File: config.mk
export PLATFORM = sky130hd
export DESIGN_NAME = rs_dec_info_deframer
export DESIGN_NICKNAME = d
export VERILOG_FILES = /design/src/rtl/rs_dec_info_deframer.sv
export SDC_FILE = /design/constraint.sdc
export NUM_CORES = 1
export LEC_CHECK = 0
export ABC_AREA = 1
export CORE_MARGIN = 4
export CORE_UTILIZATION = 55
export DETAILED_ROUTE_END_ITERATION = 10
export PLACE_DENSITY = 0.79
export SETUP_SLACK_MARGIN = 0.05
export SYNTH_ARGS = -nofsm -noshare
export SYNTH_HDL_FRONTEND = slang
export SYNTH_SLANG_ARGS = --single-unit
File: constraint.sdc
create_clock -name clk -period 2.9 [get_ports clk]
set_clock_uncertainty 0.1 [all_clocks]
set_input_delay 0.58 -clock clk [delete_from_list [all_inputs] [get_ports clk]]
set_output_delay 0.58 -clock clk [all_outputs]
set_load 0.02 [all_outputs]
File: src/rtl/rs_dec_info_deframer.sv
// Strips parity from the rs_decoder_16_8 corrected-symbol stream and replays the
// information symbols of each codeword as a sop/eop framed valid/ready stream.
module rs_dec_info_deframer #(
  parameter int DATA_W = 8,
  parameter int N      = 16,
  parameter int K      = 8
) (
  input  logic              clk,
  input  logic              rst_n,
  input  logic              symb_out_val,
  input  logic [7:0]        symb_out_cnt,
  input  logic [DATA_W-1:0] symb_corrected,
  output logic              dout_val,
  output logic              dout_sop,
  output logic              dout_eop,
  output logic [DATA_W-1:0] dout,
  input  logic              dout_rdy,
  output logic              frame_drop,
  output logic              seq_err,
  output logic [15:0]       frames_out,
  output logic              dbg_rd_state
);

  // Output handshake: a symbol moves on every cycle where dout_val && dout_rdy;
  // once dout_val rises it stays high until eop transfers, and dout/sop/eop hold
  // while dout_rdy is low.

  localparam int IW = (K > 1) ? $clog2(K) : 1;
  localparam logic [7:0]    CNT_LAST  = 8'(N - 1);
  localparam logic [7:0]    INFO_LAST = 8'(K - 1);
  localparam logic [7:0]    INFO_N    = 8'(K);
  localparam logic [IW-1:0] IDX_LAST  = IW'(K - 1);

  typedef enum logic {RD_IDLE, RD_SEND} rd_state_t;

  logic [DATA_W-1:0] mem [2][K];
  logic [1:0]        full_q, full_d;
  logic              wr_bank_q, rd_bank_q, rd_bank_d, other_bank;
  logic [7:0]        expect_q, expect_d;
  logic              accepting_q, accepting_d;
  logic              wr_en, set_full, clr_full, frm_inc;
  logic              drop_d, seq_err_d;
  logic [IW-1:0]     wr_idx;

  rd_state_t         rd_state_q, rd_state_d;
  logic [IW-1:0]     idx_q, idx_d, idx_inc;
  logic              val_d, sop_d, eop_d;
  logic [DATA_W-1:0] dout_d;

  assign wr_idx       = symb_out_cnt[IW-1:0];
  assign other_bank   = ~rd_bank_q;
  assign idx_inc      = idx_q + 1'b1;
  assign dbg_rd_state = (rd_state_q == RD_SEND);

  // Write side: sequence tracking, drop decision on the pre-edge full flag.
  always_comb begin
    wr_en       = 1'b0;
    set_full    = 1'b0;
    drop_d      = 1'b0;
    seq_err_d   = 1'b0;
    expect_d    = expect_q;
    accepting_d = accepting_q;
    if (symb_out_val) begin
      if (symb_out_cnt == 8'd0) begin
        expect_d = (CNT_LAST == 8'd0) ? 8'd0 : 8'd1;
        if (full_q[wr_bank_q]) begin
          drop_d      = 1'b1;
          accepting_d = 1'b0;
        end else begin
          wr_en       = 1'b1;
          accepting_d = 1'b1;
        end
      end else if (symb_out_cnt != expect_q) begin
        seq_err_d   = 1'b1;
        expect_d    = 8'd0;
        accepting_d = 1'b0;
      end else begin
        expect_d = (symb_out_cnt == CNT_LAST) ? 8'd0 : symb_out_cnt + 8'd1;
        if (accepting_q && (symb_out_cnt < INFO_N)) wr_en = 1'b1;
      end
      if (wr_en && (symb_out_cnt == INFO_LAST)) begin
        set_full    = 1'b1;
        accepting_d = 1'b0;
      end
    end
  end

  always_comb begin
    full_d = full_q;
    if (clr_full) full_d[rd_bank_q] = 1'b0;
    if (set_full) full_d[wr_bank_q] = 1'b1;
  end

  always_ff @(posedge clk) begin
    if (wr_en) mem[wr_bank_q][wr_idx] <= symb_corrected;
  end

  always_ff @(posedge clk or negedge rst_n) begin
    if (!rst_n) begin
      full_q      <= 2'b00;
      wr_bank_q   <= 1'b0;
      expect_q    <= 8'd0;
      accepting_q <= 1'b0;
      frame_drop  <= 1'b0;
      seq_err     <= 1'b0;
    end else begin
      full_q      <= full_d;
      expect_q    <= expect_d;
      accepting_q <= accepting_d;
      frame_drop  <= drop_d;
      seq_err     <= seq_err_d;
      if (set_full) wr_bank_q <= ~wr_bank_q;
    end
  end

  // Read FSM: computes the next registered output word directly.
  always_comb begin
    rd_state_d = rd_state_q;
    idx_d      = idx_q;
    rd_bank_d  = rd_bank_q;
    val_d      = dout_val;
    sop_d      = dout_sop;
    eop_d      = dout_eop;
    dout_d     = dout;
    clr_full   = 1'b0;
    frm_inc    = 1'b0;
    case (rd_state_q)
      RD_IDLE: begin
        val_d = 1'b0;
        sop_d = 1'b0;
        eop_d = 1'b0;
        if (full_q[rd_bank_q]) begin
          rd_state_d = RD_SEND;
          idx_d      = '0;
          val_d      = 1'b1;
          sop_d      = 1'b1;
          eop_d      = (IDX_LAST == '0);
          dout_d     = mem[rd_bank_q][0];
        end
      end
      RD_SEND: begin
        if (dout_rdy) begin
          if (idx_q == IDX_LAST) begin
            clr_full  = 1'b1;
            frm_inc   = 1'b1;
            rd_bank_d = other_bank;
            idx_d     = '0;
            if (full_q[other_bank]) begin
              sop_d  = 1'b1;
              eop_d  = (IDX_LAST == '0);
              dout_d = mem[other_bank][0];
            end else begin
              rd_state_d = RD_IDLE;
              val_d      = 1'b0;
              sop_d      = 1'b0;
              eop_d      = 1'b0;
            end
          end else begin
            idx_d  = idx_inc;
            sop_d  = 1'b0;
            eop_d  = (idx_inc == IDX_LAST);
            dout_d = mem[rd_bank_q][idx_inc];
          end
        end
      end
      default: rd_state_d = RD_IDLE;
    endcase
  end

  always_ff @(posedge clk or negedge rst_n) begin
    if (!rst_n) begin
      rd_state_q <= RD_IDLE;
      idx_q      <= '0;
      rd_bank_q  <= 1'b0;
      dout_val   <= 1'b0;
      dout_sop   <= 1'b0;
      dout_eop   <= 1'b0;
      dout       <= '0;
      frames_out <= 16'd0;
    end else begin
      rd_state_q <= rd_state_d;
      idx_q      <= idx_d;
      rd_bank_q  <= rd_bank_d;
      dout_val   <= val_d;
      dout_sop   <= sop_d;
      dout_eop   <= eop_d;
      dout       <= dout_d;
      if (frm_inc) frames_out <= frames_out + 16'd1;
    end
  end

endmodule

==> results of run 1 <==
-- stage by stage --
step           util [%]  total power, mW  hold WS (ps)  std cells  setup slack (ps)
2_1_floorplan         -            4.847         184.4        881             393.5
3_3_place_gp      62.15            5.666         360.5       1118             111.0
3_5_place_dp      62.15            5.713         365.8       1118             44.72
4_1_cts           66.24            8.008         146.4       1150             413.5
5_1_grt           66.24            8.469         174.2       1150             242.6
6_report          66.24            8.034         131.5       1150             381.7
-- logic make-up after synthesis --
logic type | after synthesis | synth area share (%)
xor+xnor | 19 | 2.030
flops | 174 | 60.92
compound gates | 43 | 3.052
simple gates | 482 | 25.41
buf+inv | 157 | 7.676
fa+ha+maj | 6 | 0.9156
-- registers in the layout, indices dropped and copies added, names as in the netlist --
register	cells
frame_drop	1
dout_val	1
rd_bank_q	1
idx_q	3
dout	8
seq_err	1
mem	128
expect_q	8
frames_out	16
full_q	2
dout_sop	1
wr_bank_q	1
dbg_rd_state	1
dout_eop	1
accepting_q	1
-- path summary, 6_finish.rpt --
kind / startpoint / to / slack [ps] / cells past startpoint
worst max-delay path: symb_out_cnt[0] / mem[1][33]$_DFFE_PP_ / 380 / 11
worst min-delay path: rst_n / frames_out[12]$_DFFE_PN0N_ / 130 / 2
worst max register to register: rd_bank_q$_DFFE_PN0P_ / dout[0]$_DFFE_PN0P_ / 550 / 9
worst min register to register: frames_out[15]$_DFFE_PN0N_ / frames_out[15]$_DFFE_PN0N_ / 370 / 1
max in group asynchronous: rst_n / rd_bank_q$_DFFE_PN0P_ / 2150 / 2
min in group clk: frames_out[15]$_DFFE_PN0N_ / frames_out[15]$_DFFE_PN0N_ / 370 / 1
-- power by group --
group / switching (mW) / internal [mW] / leakage, nW / total [mW]
clock: 0.929 / 1.36 / 0.282 / 2.29
combinational: 1.90 / 0.946 / 2.26 / 2.84
sequential: 0.0973 / 2.80 / 1.76 / 2.90
-- routing by layer --
layer	vias to the layer above	track usage (%)	routed length, µm
met4	0	7.090	388
met1	2861	32.20	7811
met3	29	5.526	1691
met2	292	38.11	9204
met5	-	0	0
li1	2997	-	-
-- area by class of cell --
cell class                      count  area share (%)
Tap cell                          184           2.382
Sequential cell                   174           51.70
Clock inverter                     12           1.644
Multi-Input combinational cell    550           26.65
Inverter                          122           4.791
Timing Repair Buffer               88           8.313
Clock buffer                       20           4.519
-- cell usage in the layout, fill, tap and decap left out, drive strengths merged, types with 5 or more instances in the layout --
master,instances
nand2,279
nand3,129
edfxtp,128
inv,123
nor2,50
clkdlybuf4s50,48
dfrtp,46
buf,40
clkbuf,20
or2,17
o21ai,15
xor2,12
a21oi,9
a31oi,8
xnor2,7
o22ai,6
ha,6
nand4,5
clkinv,5
==> out/results.md, run 1 <==
| Quantity | Value |
|---|---|
| Pin count of the biggest net entering global routing | 50 |
| Count of cells resized by post-cts repair | 0 |
| Number of buffers and inverters on the critical path | 5 |
| Routed wire length per instance | 16.61 µm |
| Unrepaired setup endpoints after global routing | false |
| Antenna violation net count after detailed routing | 0 |
| Outcome | complete, no violations |
| Share of the synthesized area in the top cell type | 46.88% |
| Depth of the CTS H-tree | 4 |
| CTS buffer count | 17 |
| Filler Cell Count | 1,100 |
| Cell area after placement | 0.009067 mm² |
| Die span in y | 130.1 µm |
| Average cell area after synthesis | 9.307 µm² |
| Data arrival, critical path | 2550 ps |
| Cell repeated most along the worst path | nand3_1 |
| Number of port buffers | 49 |
| Normalized max-slew margin | 41.60% |
| Layout area overhead | 17.85% |
| Yosys reg bits | 174 |
| Clock tree sinks | 174 |
| Crit-path leading delay family | buffers and inverters |
| Number of max-slew violations in the final report | 0 |
| Final count of hold timing violations | 0 |
| Number of antenna violations at the first check in global routing | 0 |
| Timing-limited maximum frequency | 397.1 MHz |
| Vias after detailed routing | 6,179 |
| DRC violation count after routing | 0 |
| Post-CTS Setup Repair Bufs | 0 |
| Required time of the critical path | 2930 ps |
| Clock latency of the later-clocked register in the worst-skew pair | 430 ps |
| Setup Viol. Count Final | 0 |
| Maximum clock path buffer count | 2 |
| Global route total overflow | 0 |
| Slew at the pin closest to its max-slew limit | 873.2 ps |
| Startpoint Class | primary input |
| Period minus WS final | 2518 ps |
| Antenna Cells | 0 |
| Yosys cell types | 35 |
| First drt pass iteration count | 5 |
| TritonCTS clock tree | built |
| Proportion of register bits with asynchronous set or reset after synthesis | 26.44% |
| Core region area | 0.01459 mm² |
| Worst supply voltage drop on vdd | 0.0005009 V |
| Most area-hungry cell type in the Yosys netlist | edfxtp_1 |
| Area used by sequential logic in the layout | 0.004996 mm² |
| List of cells traversed by the critical path | clkdlybuf4s50_1 > inv_2 > ha_1 > inv_1 > nor3_2 > nand3_1 > nand2_1 > buf_12 > nand3_1 > nor2_1 > buf_4 |
| Worst path max stage delay | 530 ps |
| Category of the most critical setup path | in -> reg |
| Number of cell rows | 44 |
| Fin crit share | 86.84% |
| Sequential element share of the synthesized area | 60.92% |
| Total Routing Usage GR | 23.63% |
| Netlist area before placement | 0.008199 mm² |
| Layout cells sized above 1 | 10.46% |
| Area occupied by multi-input gates | 0.002575 mm² |
| Synth Instances | 881 |
| Initial core utilization | 56.20% |
| Most common flop cell mapped by yosys | edfxtp_1 |
| Width of the chip | 130.1 µm |
| Full die area | 0.01692 mm² |
| Post-layout net count | 979 |
| Pwr per Cell Area | 831.4 mW/mm² |
| Number of vias per cell after detailed routing | 5.373 |
| Number of synthesized flops with an enable pin | 128 |
| Leak pwr | 4.304 nW |
| Total Negative Setup Slacks | 0 ps |
| Endpoint type of the worst setup path | flip-flop |
| Count of yosys warnings during synthesis | 0 |
| Number of violations of the max-capacitance limit | 0 |
| Dominant cell by count in the synthesized netlist | nand2_1 |
| Critical-path maximum fanout | 11 |
| Clock transition at path regs | 60 ps |
| CTS hold repair buffers | 0 |
| Number of nets in the synthesized netlist | 907 |
| Gp weighted congestion | 0.9363 |
| Global-route wire length before repair | 30.23 mm |
| Final Routed Wirelength | 19.10 mm |
| Starting DRT DRC Count | 765 |
| Detailed placer's ending HPWL | 12.39 mm |
| Critical Path Slowest Stage Cell | clkdlybuf4s50_1 |
| I/O pin count | 50 |
| HP Class | in -> async |
| Vias in the first global route | 5,848 |
| Clock Root Buffer | clkbuf_16 |
| Synth area leaders | edfxtp_1 47%, dfrtp_1 14%, nand2_1 13% |
| Cell area after layout | 0.009663 mm² |
| Most used standard cells in the synthesized netlist | 278 x nand2_1, 128 x edfxtp_1, 127 x nand3_1, 115 x inv_1 |
Note: power is estimated with default switching activity, not from simulation.
==> inputs of run 2 (changes only) <==
--- a/config.mk
+++ b/config.mk
@@ -11,6 +11,8 @@
 export DETAILED_ROUTE_END_ITERATION = 10
 export PLACE_DENSITY = 0.79
 export SETUP_SLACK_MARGIN = 0.05
+export SKIP_LAST_GASP = 1
 export SYNTH_ARGS = -nofsm -noshare
 export SYNTH_HDL_FRONTEND = slang
 export SYNTH_SLANG_ARGS = --single-unit
+export TNS_END_PERCENT = 30
==> results of run 2 <==
The final DEF is identical to that of run 1; final timing and power are the same.
==> inputs of run 3 (changes only) <==
--- a/config.mk
+++ b/config.mk
@@ -12,6 +12,7 @@
 export PLACE_DENSITY = 0.79
 export SETUP_SLACK_MARGIN = 0.05
 export SKIP_LAST_GASP = 1
+export SLEW_MARGIN = 5
 export SYNTH_ARGS = -nofsm -noshare
 export SYNTH_HDL_FRONTEND = slang
 export SYNTH_SLANG_ARGS = --single-unit
==> results of run 3 <==
The final DEF is identical to that of run 1; final timing and power are the same.
